**src/rtl/muldiv_sequencer.sv**
```systemverilog
`default_nettype none
// ============================================================================
// Module   : muldiv_sequencer
// Purpose  : Iterative RV32M multiply/divide (shift-add / restoring divide)
//            that stalls the pipeline until the result is ready.
//            Optional early-out build: define MULDIV_FASTPATH_EN.
// Revision : 1.0
// ============================================================================
module muldiv_sequencer #(
    parameter int WIDTH = 32
) (
    input  logic             clk,
    input  logic             reset,
    input  logic             start,
    input  logic             flush,
    input  logic [2:0]       funct3,
    input  logic [WIDTH-1:0] op_a,
    input  logic [WIDTH-1:0] op_b,
    output logic             busy,
    output logic             done,
    output logic [WIDTH-1:0] result,
    output logic             stall
);

    localparam int CNT_W = $clog2(WIDTH);

    localparam logic [1:0] c_IDLE = 2'd0;
    localparam logic [1:0] c_CALC = 2'd1;
    localparam logic [1:0] c_FIX  = 2'd2;
    localparam logic [1:0] c_DONE = 2'd3;

    localparam logic [CNT_W-1:0] c_LAST     = CNT_W'(WIDTH - 1);
    localparam logic [CNT_W-1:0] c_CNT_ONE  = CNT_W'(1);
    localparam logic [WIDTH-1:0] c_MOST_NEG = {1'b1, {(WIDTH-1){1'b0}}};

    logic [1:0]         r_state;
    logic [1:0]         w_next;
    logic [CNT_W-1:0]   r_cnt;
    logic [2:0]         r_funct3;
    logic [WIDTH-1:0]   r_a;
    logic [WIDTH-1:0]   r_b;
    logic [WIDTH-1:0]   r_opa_raw;
    logic [2*WIDTH-1:0] r_prod;
    logic [WIDTH-1:0]   r_rem;
    logic [WIDTH-1:0]   r_quo;
    logic               r_neg_q;
    logic               r_neg_r;
    logic               r_div0;
    logic               r_ovf;
    logic               r_mul_zero;

    logic               w_accept;
    logic               w_is_div;
    logic               w_a_signed;
    logic               w_b_signed;
    logic               w_a_neg;
    logic               w_b_neg;
    logic [WIDTH-1:0]   w_a_abs;
    logic [WIDTH-1:0]   w_b_abs;
    logic               w_div0;
    logic               w_ovf;
    logic               w_mul_zero;

    logic [WIDTH:0]     w_mul_sum;
    logic [2*WIDTH-1:0] w_mul_step;
    logic [WIDTH:0]     w_rem_sh;
    logic [WIDTH:0]     w_rem_diff;

    logic [2*WIDTH-1:0] w_prod_fix;
    logic [WIDTH-1:0]   w_quo_fix;
    logic [WIDTH-1:0]   w_rem_fix;
    logic [WIDTH-1:0]   w_fix_val;

    // Operand decode at accept; b is signed only for MULH/DIV/REM
    assign w_accept   = (r_state == c_IDLE) && start && !flush;
    assign w_is_div   = funct3[2];
    assign w_a_signed = (funct3 == 3'b001) || (funct3 == 3'b010) ||
                        (funct3 == 3'b100) || (funct3 == 3'b110);
    assign w_b_signed = (funct3 == 3'b001) || (funct3 == 3'b100) || (funct3 == 3'b110);
    assign w_a_neg    = w_a_signed && op_a[WIDTH-1];
    assign w_b_neg    = w_b_signed && op_b[WIDTH-1];
    assign w_a_abs    = w_a_neg ? -op_a : op_a;
    assign w_b_abs    = w_b_neg ? -op_b : op_b;
    assign w_div0     = w_is_div && (op_b == '0);
    assign w_ovf      = w_is_div && !funct3[0] && (op_a == c_MOST_NEG) && (op_b == '1);
    assign w_mul_zero = !w_is_div && ((op_a == '0) || (op_b == '0));

    // One iteration of each datapath
    assign w_mul_sum  = {1'b0, r_prod[2*WIDTH-1:WIDTH]} + {1'b0, r_a};
    assign w_mul_step = r_prod[0] ? {w_mul_sum, r_prod[WIDTH-1:1]}
                                  : {1'b0, r_prod[2*WIDTH-1:1]};
    assign w_rem_sh   = {r_rem, r_quo[WIDTH-1]};
    assign w_rem_diff = w_rem_sh - {1'b0, r_b};

    assign busy  = (r_state != c_IDLE);
    assign done  = (r_state == c_DONE);
    assign stall = ((r_state != c_IDLE) && (r_state != c_DONE)) || w_accept;

    always_comb begin
        w_next = r_state;
        case (r_state)
            c_IDLE: begin
                if (w_accept) begin
`ifdef MULDIV_FASTPATH_EN
                    w_next = (w_div0 || w_ovf || w_mul_zero) ? c_FIX : c_CALC;
`else
                    w_next = c_CALC;
`endif
                end
            end
            c_CALC: begin
                if (flush)               w_next = c_IDLE;
                else if (r_cnt == c_LAST) w_next = c_FIX;
            end
            c_FIX:   w_next = flush ? c_IDLE : c_DONE;
            c_DONE:  w_next = c_IDLE;
            default: w_next = c_IDLE;
        endcase
    end

    // Sign correction and result selection; special cases override the datapath
    always_comb begin
        w_prod_fix = r_neg_q ? -r_prod : r_prod;
        w_quo_fix  = r_neg_q ? -r_quo  : r_quo;
        w_rem_fix  = r_neg_r ? -r_rem  : r_rem;
        w_fix_val  = '0;
        case (r_funct3)
            3'b000:                 w_fix_val = w_prod_fix[WIDTH-1:0];
            3'b001, 3'b010, 3'b011: w_fix_val = w_prod_fix[2*WIDTH-1:WIDTH];
            3'b100, 3'b101:         w_fix_val = r_div0 ? '1 : (r_ovf ? c_MOST_NEG : w_quo_fix);
            default:                w_fix_val = r_div0 ? r_opa_raw : (r_ovf ? '0 : w_rem_fix);
        endcase
        if (r_mul_zero) w_fix_val = '0;
    end

    always_ff @(posedge clk) begin
        if (reset) begin
            r_state    <= c_IDLE;
            r_cnt      <= '0;
            r_funct3   <= '0;
            r_a        <= '0;
            r_b        <= '0;
            r_opa_raw  <= '0;
            r_prod     <= '0;
            r_rem      <= '0;
            r_quo      <= '0;
            r_neg_q    <= 1'b0;
            r_neg_r    <= 1'b0;
            r_div0     <= 1'b0;
            r_ovf      <= 1'b0;
            r_mul_zero <= 1'b0;
            result     <= '0;
        end else begin
            r_state <= w_next;
            case (r_state)
                c_IDLE: begin
                    if (w_accept) begin
                        r_funct3   <= funct3;
                        r_a        <= w_a_abs;
                        r_b        <= w_b_abs;
                        r_opa_raw  <= op_a;
                        r_prod     <= {{WIDTH{1'b0}}, w_b_abs};
                        r_rem      <= '0;
                        r_quo      <= w_a_abs;
                        r_neg_q    <= w_a_neg ^ w_b_neg;
                        r_neg_r    <= w_a_neg;
                        r_div0     <= w_div0;
                        r_ovf      <= w_ovf;
                        r_mul_zero <= w_mul_zero;
                        r_cnt      <= '0;
                    end
                end
                c_CALC: begin
                    r_cnt <= r_cnt + c_CNT_ONE;
                    if (r_funct3[2]) begin
                        r_rem <= w_rem_diff[WIDTH] ? w_rem_sh[WIDTH-1:0] : w_rem_diff[WIDTH-1:0];
                        r_quo <= {r_quo[WIDTH-2:0], ~w_rem_diff[WIDTH]};
                    end else begin
                        r_prod <= w_mul_step;
                    end
                end
                c_FIX: begin
                    if (!flush) result <= w_fix_val;
                end
                default: ;
            endcase
        end
    end

endmodule
`default_nettype wire
```
**config.mk**
```make
export PLATFORM = sky130hd
export DESIGN_NAME = muldiv_sequencer
export DESIGN_NICKNAME = d
export VERILOG_FILES = /design/src/rtl/muldiv_sequencer.sv
export SDC_FILE = /design/constraint.sdc
export NUM_CORES = 1
export LEC_CHECK = 0
export CAP_MARGIN = 20
export CORE_MARGIN = 4
export CORE_UTILIZATION = 45
export CTS_BUF_LIST = sky130_fd_sc_hd__clkbuf_8 sky130_fd_sc_hd__clkbuf_16
export CTS_CLUSTER_DIAMETER = 30
export DETAILED_ROUTE_END_ITERATION = 10
export SLEW_MARGIN = 20
export SYNTH_ARGS = -nofsm -noshare
export SYNTH_HDL_FRONTEND = slang
export SYNTH_SLANG_ARGS = --single-unit
```
**constraint.sdc**
```tcl
create_clock -name clk -period 6.55 [get_ports clk]
set_clock_uncertainty 0.1 [all_clocks]
set_input_delay 1.6375 -clock clk [delete_from_list [all_inputs] [get_ports clk]]
set_output_delay 1.6375 -clock clk [all_outputs]
set_load 0.005 [all_outputs]
```
==> results.md, run 1 <==
- The number of antenna violations at the first check in global routing is 0.
- In this run the tool buffered the top-level ports with approximately 110 buffer cells.
- The normalized max-slew margin is 25.2%.
- The endpoint class of the critical path is a register.
- After synthesis the cells add up to 0.0191 sq mm.
- The analysis attributes to cell leakage a power of just under 9 nW.
- In this run, flip-flops and latches consume approximately 26% of the power.
- The floorplan has 75 rows.
- For flop-to-flop paths, the worst setup slack is approximately 1.7 ns.
- The minimum clock period is ~4.8 ns.
- The HPWL after detailed placement is between 50 and 60 mm.
- Yosys printed 0 warnings.
- In this run, CTS created clock tree buffers numbering 75.
- The timing startpoint of the critical path is r_quo[31]$_SDFFE_PP0P_.
- The count of vias placed by the detailed router is 20200.
- The last element of the critical path is r_rem[4]$_SDFFE_PP0P_.
- The H-tree depth reported by CTS is 3.
- The internal portion of the total power is approximately 0.0050 W.
- The tree is rooted in a clkbuf_16.
- In this run the power density over the cells is approximately 320 mW/mm^2.
- Once the floorplan was initialized, standard cells occupied about 45% of the core.
- Summed over all layers, the routed wires come to around 76 mm.
- The number of hold-slack violations in the final timing report was 0.
- In this run the remaining antenna-violating nets after routing total 0.
- The critical path contains buffers and inverters numbering 2 combined.
- Prior to clock tree synthesis, the placed netlist has a worst setup slack of between 1 and 1.5 ns.
- The instance count on the critical path is 13.
- The deepest clock path buffer count is 3.
- The number of enable-type register cells in the synthesized netlist is 0.
- The commonest non-fill, non-tap cell in the layout is nand2_1.
- Among all flip-flop cells after synthesis, the most frequent one is dfxtp_1.
- The tree built by TritonCTS fans out to 270 sinks.
- The global-route wire length before repair is 116 mm.
- The net count reported at finish is ~2800.
- The total track usage is a little under a third.
- Entering global routing, the biggest net connects a little over 100 pins.
- The worst path setup slack after routing is between 1.5 and 2 ns.
- The switching share of power is 33.5%.
- At the pin with the least slew margin, the transition time is 1.12 ns.
- The worst setup path is launched from a register.
- In the synthesized netlist the async set-or-reset flop fraction comes to 0%.
- The tool flagged a number of max-cap violations equal to 0.
- For this run, the slowest stage of the critical path takes about 0.96 ns.
- The number of hold buffers added after cts is 0.
- Post-CTS repair changed the size of 0 cells.
- In this run the critical register-to-register path is launched from r_quo[31]$_SDFFE_PP0P_.
- By startpoint and endpoint, the worst setup path is classified as reg -> reg.
- After detailed routing, the number of remaining DRC violations is 0.
- The detailed router's first-iteration violation count is ~2200.
- Synthesis produced a netlist whose cell count is between 2000 and 3000.
- The net switching power is between 0.002 and 0.003 W.
- The final critical-path share of the clock period is 73.4%.
- The width of the die is approximately 210 um.
- The worst hold path class is reg -> reg.
- The number of antenna diodes in the final layout is 0.
- The number of placed I/O pins is approximately 110.
- The TritonCTS clock tree is built.
- The register bit total from synthesis is 270.
- On the critical path, the stage with the largest delay is an instance of a211oi_1.
- The count of pins over their slew limit is 0.
- Setup violations remaining at the end of the flow were counted as 0.
- Along the worst path, the maximum fanout reaches between 40 and 50.
- Summing the sequential cell areas from Yosys gives roughly 28% of the chip area.
- When the netlist entered floorplanning its net count stood at 2748.
- The die footprint is 0.0458 sq mm.
- At the later pin of the worst-skew pair, clock insertion delay measures roughly 0.63 ns.
- The data required time of the critical path is between 6 and 7 ns.
- Of the total power, the clock network draws about 52%.
- The die is roughly 210 um tall.
- Counting distinct cell types in the post-synthesis netlist gives between 70 and 80.
- The mean instance size in the synthesized netlist is 7.35 sq um.
- The post-CTS setup buffer count is 0.
- The category of cells accounting for the largest share of critical-path delay is compound AO/OA/AOI/OAI gates.
- STA puts the critical path data arrival time at slightly above 5 ns.
- The relative contribution of combinational cells to total power is ~22%.
- The clock edge transition at the registers on the reported setup and hold paths is ~0.04 ns.
- Setup repair after global routing left no endpoint under its margin.
- Timing would allow up to slightly above 200 MHz.
- The final weighted congestion of routability-driven global placement is approximately 1.
- The via count of the first global-routing pass is between 15000 and 20000.
- The run finished with clean final reports.
- The detailed-routing iteration count for the pre-antenna-repair pass is 7.
- The critical path goes through inv_1 -> ha_1 -> fa_1 -> nand2b_1 -> a21oi_1 -> o21ai_0 -> o211ai_1 -> a211oi_1 -> xor2_4 -> buf_4 -> a211oi_1 -> a21oi_1 -> o21ai_0.
- Dividing the detail-routed via count by the number of cells gives around 6.3.
- The number of cells on the worst reg-to-reg path is 13.
- In the layout the commonest cells are 400 x nand2_1, 269 x dfxtp_1, 223 x a21oi_1, 215 x o21ai_0, 206 x nor2_1.
- The total overflow left after global routing is 0.
- Dividing the detail-routed wire length by the instance count gives 23.5 um.
- From synthesis to final layout, the design area changed by 21.5%.
- The worst ir drop on vdd is approximately 0.17 mV.
- The post-route netlist has about 7.6% of its cells at a drive strength greater than 1.
- The area of the core is about 0.042 sq mm.
- The worst flop-to-flop path endpoint is r_rem[4]$_SDFFE_PP0P_.
- In the final timing run, aggregate negative setup slack is 0 ns.
[layer usage]
metal	part of all wire (%)	track usage, %
met4	7.0	19.1
met5	0	0
met1	42	41.6
met3	7.0	5.08
met2	44	50.2
[cell type report]
| type | count | area [sq um] |
|---|---|---|
| fillers | 3993 | 18800 |
| multi-input cells | 2077 | 12800 |
| flip-flops and latches | 270 | 5410 |
| clock buffers | 87 | 2040 |
| repair buffers | 137 | 1290 |
| clock inverters | 50 | 704 |
| well taps | 539 | 674 |
| inverters | 76 | 285 |
[cell usage after synthesis, drive strengths merged (11+ instances only)]
| cell type | instances | area share (%) |
|---|---|---|
| mux2i | 25 | 1.3 |
| nand2b | 28 | 0.92 |
| dfxtp | 270 | 28 |
| a221oi | 28 | 1.3 |
| a31oi | 23 | 0.75 |
| nand3 | 39 | 1.0 |
| a21o | 30 | 1.2 |
| o21ai | 217 | 5.7 |
| o41ai | 30 | 1.4 |
| nor2 | 208 | 4.1 |
| xor2 | 108 | 5.0 |
| o31ai | 57 | 2.2 |
| or4 | 26 | 1.1 |
| inv | 75 | 1.5 |
| a211oi | 73 | 2.9 |
| o22ai | 20 | 0.66 |
| or2 | 17 | 0.56 |
| nor4 | 30 | 1.0 |
| buf | 21 | 0.50 |
| and3 | 11 | 0.36 |
| nor3 | 59 | 1.5 |
| o211ai | 16 | 0.63 |
| a22o | 17 | 0.78 |
| ha | 77 | 5.0 |
| nand2 | 400 | 7.9 |
| clkbuf | 154 | 3.0 |
| a22oi | 34 | 1.3 |
| xnor2 | 98 | 4.5 |
| nand4 | 27 | 0.89 |
| a21oi | 225 | 5.9 |
| or3 | 22 | 0.72 |
[worst min-delay path by stage]
| stage | startpoint | endpoint | slack [ns] | cells after the start |
|---|---|---|---|---|
| finish | result[11]$_SDFFE_PP0P_ | result[11]$_SDFFE_PP0P_ | 0.34 | 2 |
| global route | result[11]$_SDFFE_PP0P_ | result[11]$_SDFFE_PP0P_ | 0.38 | 2 |
| floorplan | result[11]$_SDFFE_PP0P_ | result[11]$_SDFFE_PP0P_ | 0.33 | 2 |
| global placement | result[11]$_SDFFE_PP0P_ | result[11]$_SDFFE_PP0P_ | 0.33 | 2 |
| CTS | result[11]$_SDFFE_PP0P_ | result[11]$_SDFFE_PP0P_ | 0.34 | 2 |
| detailed placement | result[11]$_SDFFE_PP0P_ | result[11]$_SDFFE_PP0P_ | 0.33 | 2 |
[logic make-up after synthesis]
family          synth area share, %
simple gates                   21.7
compound gates                 28.3
flops                          28.3
buf+inv                        5.03
xor+xnor                       9.45
fa+ha+maj                      5.26
mux                            1.90
[power by group through the flow]
stage                     Sequential (W)  Combinational, W  Clock [W]
after detailed placement         0.00196           0.00162          0
after global placement           0.00195           0.00161          0
after CTS                        0.00193           0.00163    0.00394
after floorplan                  0.00186           0.00114          0
final                            0.00194           0.00166    0.00391
after global routing             0.00194           0.00180    0.00404
[through the flow]
step | utilization, % | total power [W] | instance area [sq um] | instances | hold slack (ns)
after floorplan | - | 0.00300 | 19100 | 2598 | 0.335
after global placement | 48.7 | 0.00356 | 20400 | 3099 | 0.330
after detailed placement | 48.7 | 0.00358 | 20400 | 3099 | 0.332
after CTS | 55.3 | 0.00750 | 23200 | 3236 | 0.338
after global routing | 55.3 | 0.00778 | 23200 | 3236 | 0.378
final | 55.3 | 0.00750 | 23200 | 3236 | 0.335
[state kept, by name, summed over array words and instances, names as in the netlist, 2 cells and up]
signal / cells
r_a: 32
r_quo: 32
r_b: 32
r_state: 2
r_rem: 32
result: 32
r_funct3: 3
r_opa_raw: 31
r_cnt: 5
r_prod: 64
[worst min-delay path, stage by stage, from the launching register on]
cell,delay (ns)
dfxtp_1,0.30
nand2_1,0.05
nand2_1,0.04
Note: power is estimated with default switching activity, not from simulation.
==> run 2: changes to the inputs <==
--- a/config.mk
+++ b/config.mk
@@ -11,6 +11,7 @@
 export CTS_BUF_LIST = sky130_fd_sc_hd__clkbuf_8 sky130_fd_sc_hd__clkbuf_16
 export CTS_CLUSTER_DIAMETER = 30
 export DETAILED_ROUTE_END_ITERATION = 10
+export PLACE_DENSITY = 0.65
 export SLEW_MARGIN = 20
 export SYNTH_ARGS = -nofsm -noshare
 export SYNTH_HDL_FRONTEND = slang
==> constraint.sdc (replaced) <==
create_clock -name clk -period 4.12 [get_ports clk]
set_clock_uncertainty 0.1 [all_clocks]
set_input_delay 1.03 -clock clk [delete_from_list [all_inputs] [get_ports clk]]
set_output_delay 1.03 -clock clk [all_outputs]
set_load 0.005 [all_outputs]
==> run 2 against run 1 <==
  * Worst hold slack gained 0.012 ns
  * Sequential power grew 57%
  * Final area grew 3.1%
  * Die area is the same
  * Routed wire length shrank 0.64%
  * Power grew 61%
  * First-iteration DRC count grew 19%
  * Sequential share of layout area shrank 0.71 points
  * Flip-flop and latch count is the same
  * Combinational power grew 69%
  * Clock power grew 59%
  * Global-route usage shrank 0.31 points
  * Critical path type unchanged
  * Largest cell class unchanged
==> results.md, run 2 (synthesized netlist as in run 1, its figures left out) <==
- The run finished with clean final reports.
- On the critical path, the stage with the largest delay is an instance of dfxtp_1.
- The row count came to 75 (unchanged).
- STA classifies the critical path endpoint as a register.
- The ratio of cells with drive above 1 in the final layout is 10.8% (+3.2 points).
- The final weighted congestion of routability-driven global placement was 0.981 (-1.5%).
- Setup repair after global routing left no endpoint under its margin.
- Ranked by flip-flop count, first place goes to r_prod.
- The die footprint came to 0.0458 sq mm (unchanged).
- The commonest non-fill, non-tap cell in the layout is nand2_1.
- The critical-path maximum fanout came to 4 (-90%).
- The net count reported at finish is 2876 (+3.2%).
- The detail-routed via count per cell came to 6.24 (-0.24%).
- The worst setup slack before clock tree synthesis is -0.152 ns (-1.59 ns).
- The library cells used most frequently in the layout, excluding fill and tap cells, are 400 x nand2_1, 269 x dfxtp_1, 223 x a21oi_1, 215 x o21ai_0, 206 x nor2_1.
- The switching share of power is 32.5% (-0.96 points).
- The detailed router's first-iteration violation count is 2630 (+19%).
- The data required time of the critical path is 4.46 ns (-2.45 ns).
- The number of antenna repair diodes is 0 (unchanged).
- The net switching power is 0.00393 W (+56%).
- The initial standard-cell utilization of the core was 45.5% (unchanged).
- The TritonCTS clock tree is built.
- The count of vias placed by the detailed router is 20700 (+2.6%).
- The HPWL after detailed placement was 56.3 mm (-0.26%).
- The reported leakage power is 9.24 nW (+5.4%).
- The most common cell type on the critical path is o31a_1.
- The number of remaining DRC errors is 0 (unchanged).
- The final global-route overflow total is 0 (unchanged).
- The transition at the pin with the smallest max-transition slack was 0.919 ns (-0.197 ns).
- The worst ir drop on vdd is 0.255 mV (+48%).
- The flip-flop count of the largest register after layout was 64 (unchanged).
- The count of max-cap constraint violations is 0 (unchanged).
- The number of port buffers is 105 (unchanged).
- The worst hold path belongs to the class reg -> reg.
- The critical path buffer and inverter count is 1 (-1).
- The vertical die dimension is 214 um (unchanged).
- The CTS buffer count is 75 (unchanged).
- The number of placed I/O pins is 106 (unchanged).
- The final critical-path share of the clock period was 92.4% (+19 points).
- The area of the core is 0.0419 sq mm (unchanged).
- The post-detailed-routing wire length is 75.5 mm (-0.64%).
- From synthesis to final layout, the design area changed by 25.3%.
- The insertion delay of the later-clocked pin in the worst-skew pair was 0.61 ns (-0.02 ns).
- The clock edge transition at the registers on the reported setup and hold paths is 0.05 ns (about the same).
- The tree is rooted in a clkbuf_16.
- The average routed wire per standard cell is 22.7 um (-3.4%).
- The total track usage is 31.7% (-0.31 points).
- The total power is 0.0121 W (+61%).
- The post-CTS setup buffer count is 0 (unchanged).
- The deepest clock path buffer count is 3 (unchanged).
- The relative contribution of combinational cells to total power came to 23.3% (+1.2 points).
- The detailed-routing iteration count for the pre-antenna-repair pass came to 8 (+1).
- The power density normalized to cell area is 505 mW/mm^2 (+56%).
- The maximum number of pins on one net before global-route repair is 151 (+48%).
- The final total negative setup slack is 0 ns (unchanged).
- The via count of the first global-routing pass is 19200 (+0.36%).
- The critical path data arrival time came to 4.15 ns (-1.02 ns).
- The fmax was 263 MHz (+26%).
- The category of cells accounting for the largest share of critical-path delay is compound AO/OA/AOI/OAI gates.
- The critical path goes through ha_1 -> inv_1 -> fa_1 -> nor2b_1 -> o31a_1 -> o211ai_1 -> o21ai_0 -> a221oi_1 -> o31a_1 -> o31ai_1 -> xnor2_1 -> o22ai_1.
- The normalized max-slew margin came to 37.2% (+12 points).
- The number of instances resized during post-cts repair is 0 (unchanged).
- The number of antenna violations at the first check in global routing is 0 (unchanged).
- The minimum clock period is 3.81 ns (-1.00 ns).
- The total setup violations reported at the end of the flow is 0 (unchanged).
- The internal cell power is 0.00814 W (+63%).
- The number of sinks on the clock net is 270 (unchanged).
- The H-tree depth reported by CTS was 3 (unchanged).
- The longest individual stage delay on the worst path came to 0.51 ns (-0.45 ns).
- The post-route worst hold slack is 0.347 ns (+0.0123 ns).
- The worst path setup slack after routing is 0.313 ns (-1.43 ns).
- The width of the die is 214 um (unchanged).
- The worst setup path is of the reg -> reg kind.
- The count of pins over their slew limit is 0 (unchanged).
- The clock network fraction of design power is 51.5% (-0.6 points).
- The sequential share of power is 25.3% (-0.5 points).
- The global-route wire length before repair is 115 mm (-0.73%).
- The kind of launch point of the worst setup path is a register.
- The number of hold buffers added after cts was 0 (unchanged).
- The number of nets with antenna violations after detailed routing is 0 (unchanged).
- The number of hold-slack violations in the final timing report is 0 (unchanged).
## run 2: cell types whose count changed in the layout (fill, tap and decap cells not counted), sizes merged
cell and change:
buf +89, inv -3, clkinv +3, clkbuf +8, clkinvlp -5, bufinv -1
## run 2: power groups by stage
stage	clock network [W]	registers, W	logic [W]
floorplan	0	0.00296	0.00180
global placement	0	0.00308	0.00270
detailed placement	0	0.00308	0.00273
CTS	0.00624	0.00304	0.00275
global route	0.00641	0.00306	0.00304
finish	0.00621	0.00305	0.00281
## run 2: worst reg2reg max path: cells and delay by family (launching register included)
family          cells  cell delay [ns]
flops               1             0.51
buf+inv             1             0.06
fa+ha+maj           2             0.67
xor+xnor            1             0.17
compound gates      7             1.96
simple gates        1             0.17
## run 2: metal layers
metal	vias to the layer above	GRT usage [%]	share of wire [%]	routed length, um
met1	9788	41.0	41	30900
li1	9747	-	-	-
met5	-	0	0	0
met3	227	5.25	7.6	5750
met2	983	49.2	44	33200
met4	0	20.1	7.5	5640
## run 2: worst paths after layout
| path | end | from | slack [ns] | cells past startpoint |
|---|---|---|---|---|
| worst max-delay path | r_prod[61]$_SDFFE_PP0P_ | r_a[0]$_SDFFE_PP0P_ | 0.31 | 12 |
| worst min-delay path | result[11]$_SDFFE_PP0P_ | result[11]$_SDFFE_PP0P_ | 0.35 | 2 |
| worst max register to register | r_prod[61]$_SDFFE_PP0P_ | r_a[0]$_SDFFE_PP0P_ | 0.31 | 12 |
| worst min register to register | result[11]$_SDFFE_PP0P_ | result[11]$_SDFFE_PP0P_ | 0.35 | 2 |
## run 2: final cells by class
type                            count  area (sq um)
Clock buffer                       95          2170
Clock inverter                     44           561
Fill cell                        3913         18000
Inverter                           76           285
Multi-Input combinational cell   2077         12800
Sequential cell                   270          5410
Tap cell                          539           674
Timing Repair Buffer              226          2020
## run 2: metrics by stage
stage / utilization [%] / cells / area, sq um
3_5_place_dp: 50.5 / 3188 / 21200
4_1_cts: 57.0 / 3327 / 23900
5_1_grt: 57.0 / 3327 / 23900
3_3_place_gp: 50.5 / 3188 / 21200
6_report: 57.0 / 3327 / 23900
2_1_floorplan: - / 2598 / 19100
==> run 3: changes to the inputs <==
--- a/config.mk
+++ b/config.mk
@@ -5,13 +5,11 @@
 export SDC_FILE = /design/constraint.sdc
 export NUM_CORES = 1
 export LEC_CHECK = 0
-export CAP_MARGIN = 20
 export CORE_MARGIN = 4
 export CORE_UTILIZATION = 45
 export CTS_BUF_LIST = sky130_fd_sc_hd__clkbuf_8 sky130_fd_sc_hd__clkbuf_16
 export CTS_CLUSTER_DIAMETER = 30
 export DETAILED_ROUTE_END_ITERATION = 10
-export PLACE_DENSITY = 0.65
 export SLEW_MARGIN = 20
 export SYNTH_ARGS = -nofsm -noshare
 export SYNTH_HDL_FRONTEND = slang
==> constraint.sdc (replaced) <==
create_clock -name clk -period 3.8 [get_ports clk]
set_clock_uncertainty 0.1 [all_clocks]
set_input_delay 0.95 -clock clk [delete_from_list [all_inputs] [get_ports clk]]
set_output_delay 0.95 -clock clk [all_outputs]
set_load 0.005 [all_outputs]
==> run 3 against run 2 <==
  * Maximum frequency is 4.4% higher
  * Cell count grew 3.3%
  * Via count up 1.3%
  * Sequential share of layout area fell by 0.86 points
  * Utilization up 2.3 points
  * Combinational power increased by 16%
  * Final area is 4.0% higher
  * Largest power group unchanged
  * Highest routed layer unchanged
==> results.md, run 3 (synthesized netlist as in run 1, its figures left out) <==
- The instance count on the critical path was 12 (unchanged).
- The area growth from synthesis to layout is 30.2%.
- The clock edge transition at the registers on the reported setup and hold paths is 0.05 ns (about the same).
- The normalized max-slew margin is 36.2% (-0.95 points).
- CTS placed an instance of clkbuf_16 at the clock tree root.
- The worst flop-to-flop path endpoint is r_prod[61]$_SDFFE_PP0P_.
- The worst ir drop on vdd is 0.381 mV (+50%).
- The total setup violations reported at the end of the flow came to 0 (unchanged).
- The detailed-routing iteration count for the pre-antenna-repair pass is 7 (-1).
- The number of antenna violations at the first check in global routing is 0 (unchanged).
- The row count is 75 (unchanged).
- The number of sinks on the clock net came to 270 (unchanged).
- The signal on the critical path passes through ha_1 -> inv_1 -> fa_1 -> nor2b_1 -> o31a_1 -> o211ai_1 -> o21ai_0 -> a221oi_1 -> o31a_1 -> o31ai_1 -> xnor2_1 -> o22ai_1.
- The count of max-cap constraint violations came to 0 (unchanged).
- The global-route wire length before repair was 120 mm (+4.9%).
- The ratio of cells with drive above 1 in the final layout is 14.1% (+3.3 points).
- The count of vias placed by the detailed router is 21000 (+1.3%).
- Setup repair after global routing left no endpoint under its margin.
- The area occupied by multi-input gates was 0.0128 sq mm (about the same).
- The post-route worst hold slack is 0.341 ns (-0.00616 ns).
- The filler cell count is 3929 (+0.41%).
- The relative contribution of combinational cells to total power is 24.0% (+0.7 points).
- The transition at the pin with the smallest max-transition slack was 0.957 ns (+0.0380 ns).
- The worst setup slack before clock tree synthesis was -0.399 ns (-0.247 ns).
- STA classifies the critical path endpoint as a register.
- The number of remaining DRC errors came to 0 (unchanged).
- The startpoint identified for the worst register-to-register timing path is r_a[0]$_SDFFE_PP0P_.
- The die footprint came to 0.0458 sq mm (unchanged).
- The critical-path maximum fanout is 5 (+1).
- The number of port buffers came to 105 (unchanged).
- The post-detailed-routing wire length is 79.5 mm (+5.2%).
- The critical path is of the reg -> reg type.
- The number of nets with antenna violations after detailed routing is 0 (unchanged).
- The number of antenna repair diodes is 0 (unchanged).
- The initial standard-cell utilization of the core is 45.5% (unchanged).
- The critical path ends at r_prod[61]$_SDFFE_PP0P_.
- The reported leakage power is 9.86 nW (+6.8%).
- The insertion delay of the later-clocked pin in the worst-skew pair is 0.62 ns (about the same).
- The area of all placed cells without fillers came to 0.0249 sq mm (+4.0%).
- The detailed router's first-iteration violation count is 2243 (-15%).
- The worst path setup slack after routing came to 0.154 ns (-0.158 ns).
- The critical path data arrival time came to 4.01 ns (-0.14 ns).
- The standard cell area after detailed placement is 0.0220 sq mm (+3.7%).
- The net switching power is 0.00443 W (+13%).
- The critical path's slowest cell is dfxtp_1.
- The area occupied by registers is 0.00541 sq mm (unchanged).
- The net count reported at finish is 2989 (+3.9%).
- The number of hold-slack violations in the final timing report was 0 (unchanged).
- The area of the core is 0.0419 sq mm (unchanged).
- The clock network fraction of design power is 51.8% (+0.3 points).
- The kind of launch point of the worst setup path is a register.
- The minimum clock period is 3.65 ns (-0.162 ns).
- The critical path buffer and inverter count is 1 (unchanged).
- The switching share of power is 32.5% (-0.034 points).
- The kind of cell with the highest combined delay along the critical path is compound AO/OA/AOI/OAI gates.
- The total track usage came to 33.5% (+1.8 points).
- The H-tree depth reported by CTS was 3 (unchanged).
- TritonCTS built the clock tree.
- The flip-flop count of the largest register after layout is 64 (unchanged).
- The detail-routed via count per cell is 6.11 (-2.0%).
- The number of cells on the worst reg-to-reg path was 12 (unchanged).
- The maximum number of pins on one net before global-route repair came to 151 (unchanged).
- By instance count, the cell type seen most on the critical path is o31a_1.
- Leaving out fill and tap cells, the most frequent cell in the layout is nand2_1.
- The cell total after placement is 3295 (+3.4%).
- The internal cell power is 0.00919 W (+13%).
- The count of pins over their slew limit came to 0 (unchanged).
- The power density normalized to cell area is 548 mW/mm^2 (+8.6%).
- The vertical die dimension was 214 um (unchanged).
- The width of the die is 214 um (unchanged).
- The number of placed I/O pins came to 106 (unchanged).
- The fmax is 274 MHz (+4.4%).
- The data required time of the critical path came to 4.16 ns (-0.30 ns).
- The final critical-path share of the clock period is 95.9% (+3.5 points).
- The min-delay analysis places its worst path in the category reg -> reg.
- The post-route non-filler standard cell count is 3438 (+3.3%).
- The library cells used most frequently in the layout, excluding fill and tap cells, are 400 x nand2_1, 269 x dfxtp_1, 224 x buf_4, 223 x a21oi_1, 215 x o21ai_0.
- The via count of the first global-routing pass is 19900 (+3.8%).
- Tracing the worst setup path back leads to its startpoint at r_a[0]$_SDFFE_PP0P_.
- Ranked by flip-flop count, first place goes to r_prod.
- The CTS buffer count is 81 (+8.0%).
- The deepest clock path buffer count is 3 (unchanged).
- The flow ran to the end, and the final reports show no timing, DRC or antenna violations.
- The sequential share of power is 24.2% (-1.1 points).
- The setup slack of the worst register-to-register path is 0.15 ns (-0.16 ns).
- The HPWL after detailed placement is 60.4 mm (+7.2%).
- The post-CTS setup buffer count came to 0 (unchanged).
- The final weighted congestion of routability-driven global placement came to 1.01 (+2.7%).
- The average routed wire per standard cell came to 23.1 um (+1.8%).
- The final global-route overflow total came to 0 (unchanged).
- The longest individual stage delay on the worst path is 0.49 ns (-0.02 ns).
==> run 3: cell types whose count changed in the layout (fill, tap and decap cells not counted), sizes merged <==
cell      delta
buf        +107
clkinvlp     -6
inv          +6
clkbuf       +3
bufinv       +1
==> run 3: final cells by class <==
type | instances | area share (%)
sequential | 270 | 21.8
multi-input combinational | 2077 | 51.5
tap | 539 | 2.71
inverter | 76 | 1.15
timing repair buffer | 333 | 11.3
clock inverter | 45 | 2.51
clock buffer | 98 | 9.10
==> run 3: worst min path at each step <==
stage | start | to | slack [ns] | cells past startpoint
3_5_place_dp | result[11]$_SDFFE_PP0P_ | result[11]$_SDFFE_PP0P_ | 0.34 | 2
4_1_cts | result[11]$_SDFFE_PP0P_ | result[11]$_SDFFE_PP0P_ | 0.34 | 2
5_1_grt | r_opa_raw[28]$_SDFFE_PP0P_ | r_opa_raw[28]$_SDFFE_PP0P_ | 0.38 | 2
2_1_floorplan | result[11]$_SDFFE_PP0P_ | result[11]$_SDFFE_PP0P_ | 0.33 | 2
6_report | result[11]$_SDFFE_PP0P_ | result[11]$_SDFFE_PP0P_ | 0.34 | 2
3_3_place_gp | result[11]$_SDFFE_PP0P_ | result[11]$_SDFFE_PP0P_ | 0.34 | 2
==> run 3: power groups by stage <==
stage	sequential (W)	clock, W	combinational, W
3_3_place_gp	0.00332	0	0.00316
4_1_cts	0.00328	0.00711	0.00320
2_1_floorplan	0.00321	0	0.00196
6_report	0.00329	0.00706	0.00327
5_1_grt	0.00330	0.00729	0.00352
3_5_place_dp	0.00332	0	0.00318
==> run 3: tightest hold or removal path, stage by stage (launching register included) <==
cell and delay [ns]:
dfxtp_1 0.31, nand2_1 0.05, nand2_1 0.04
==> run 3: stage by stage <==
step	utilization, %	total power [W]	TNS, ns
after floorplan	-	0.00517	0
after global placement	52.4	0.00649	-2.60
after detailed placement	52.4	0.00651	-3.31
after CTS	59.2	0.0136	0
after global routing	59.3	0.0141	0
final	59.3	0.0136	0
==> run 3: per-layer routing <==
metal / vias up / track usage, % / routed length (um)
li1: 9964 / - / -
met1: 9988 / 42.6 / 32800
met2: 860 / 53.9 / 36100
met3: 207 / 5.15 / 5150
met4: 0 / 20.0 / 5440
met5: - / 0 / 0
==> run 3: repair_timing <==
item	CTS	global route
hold buffers	0	0
endpoints found under the setup margin	0	5
gates resized for setup	0	2
endpoints found under the hold margin	0	0
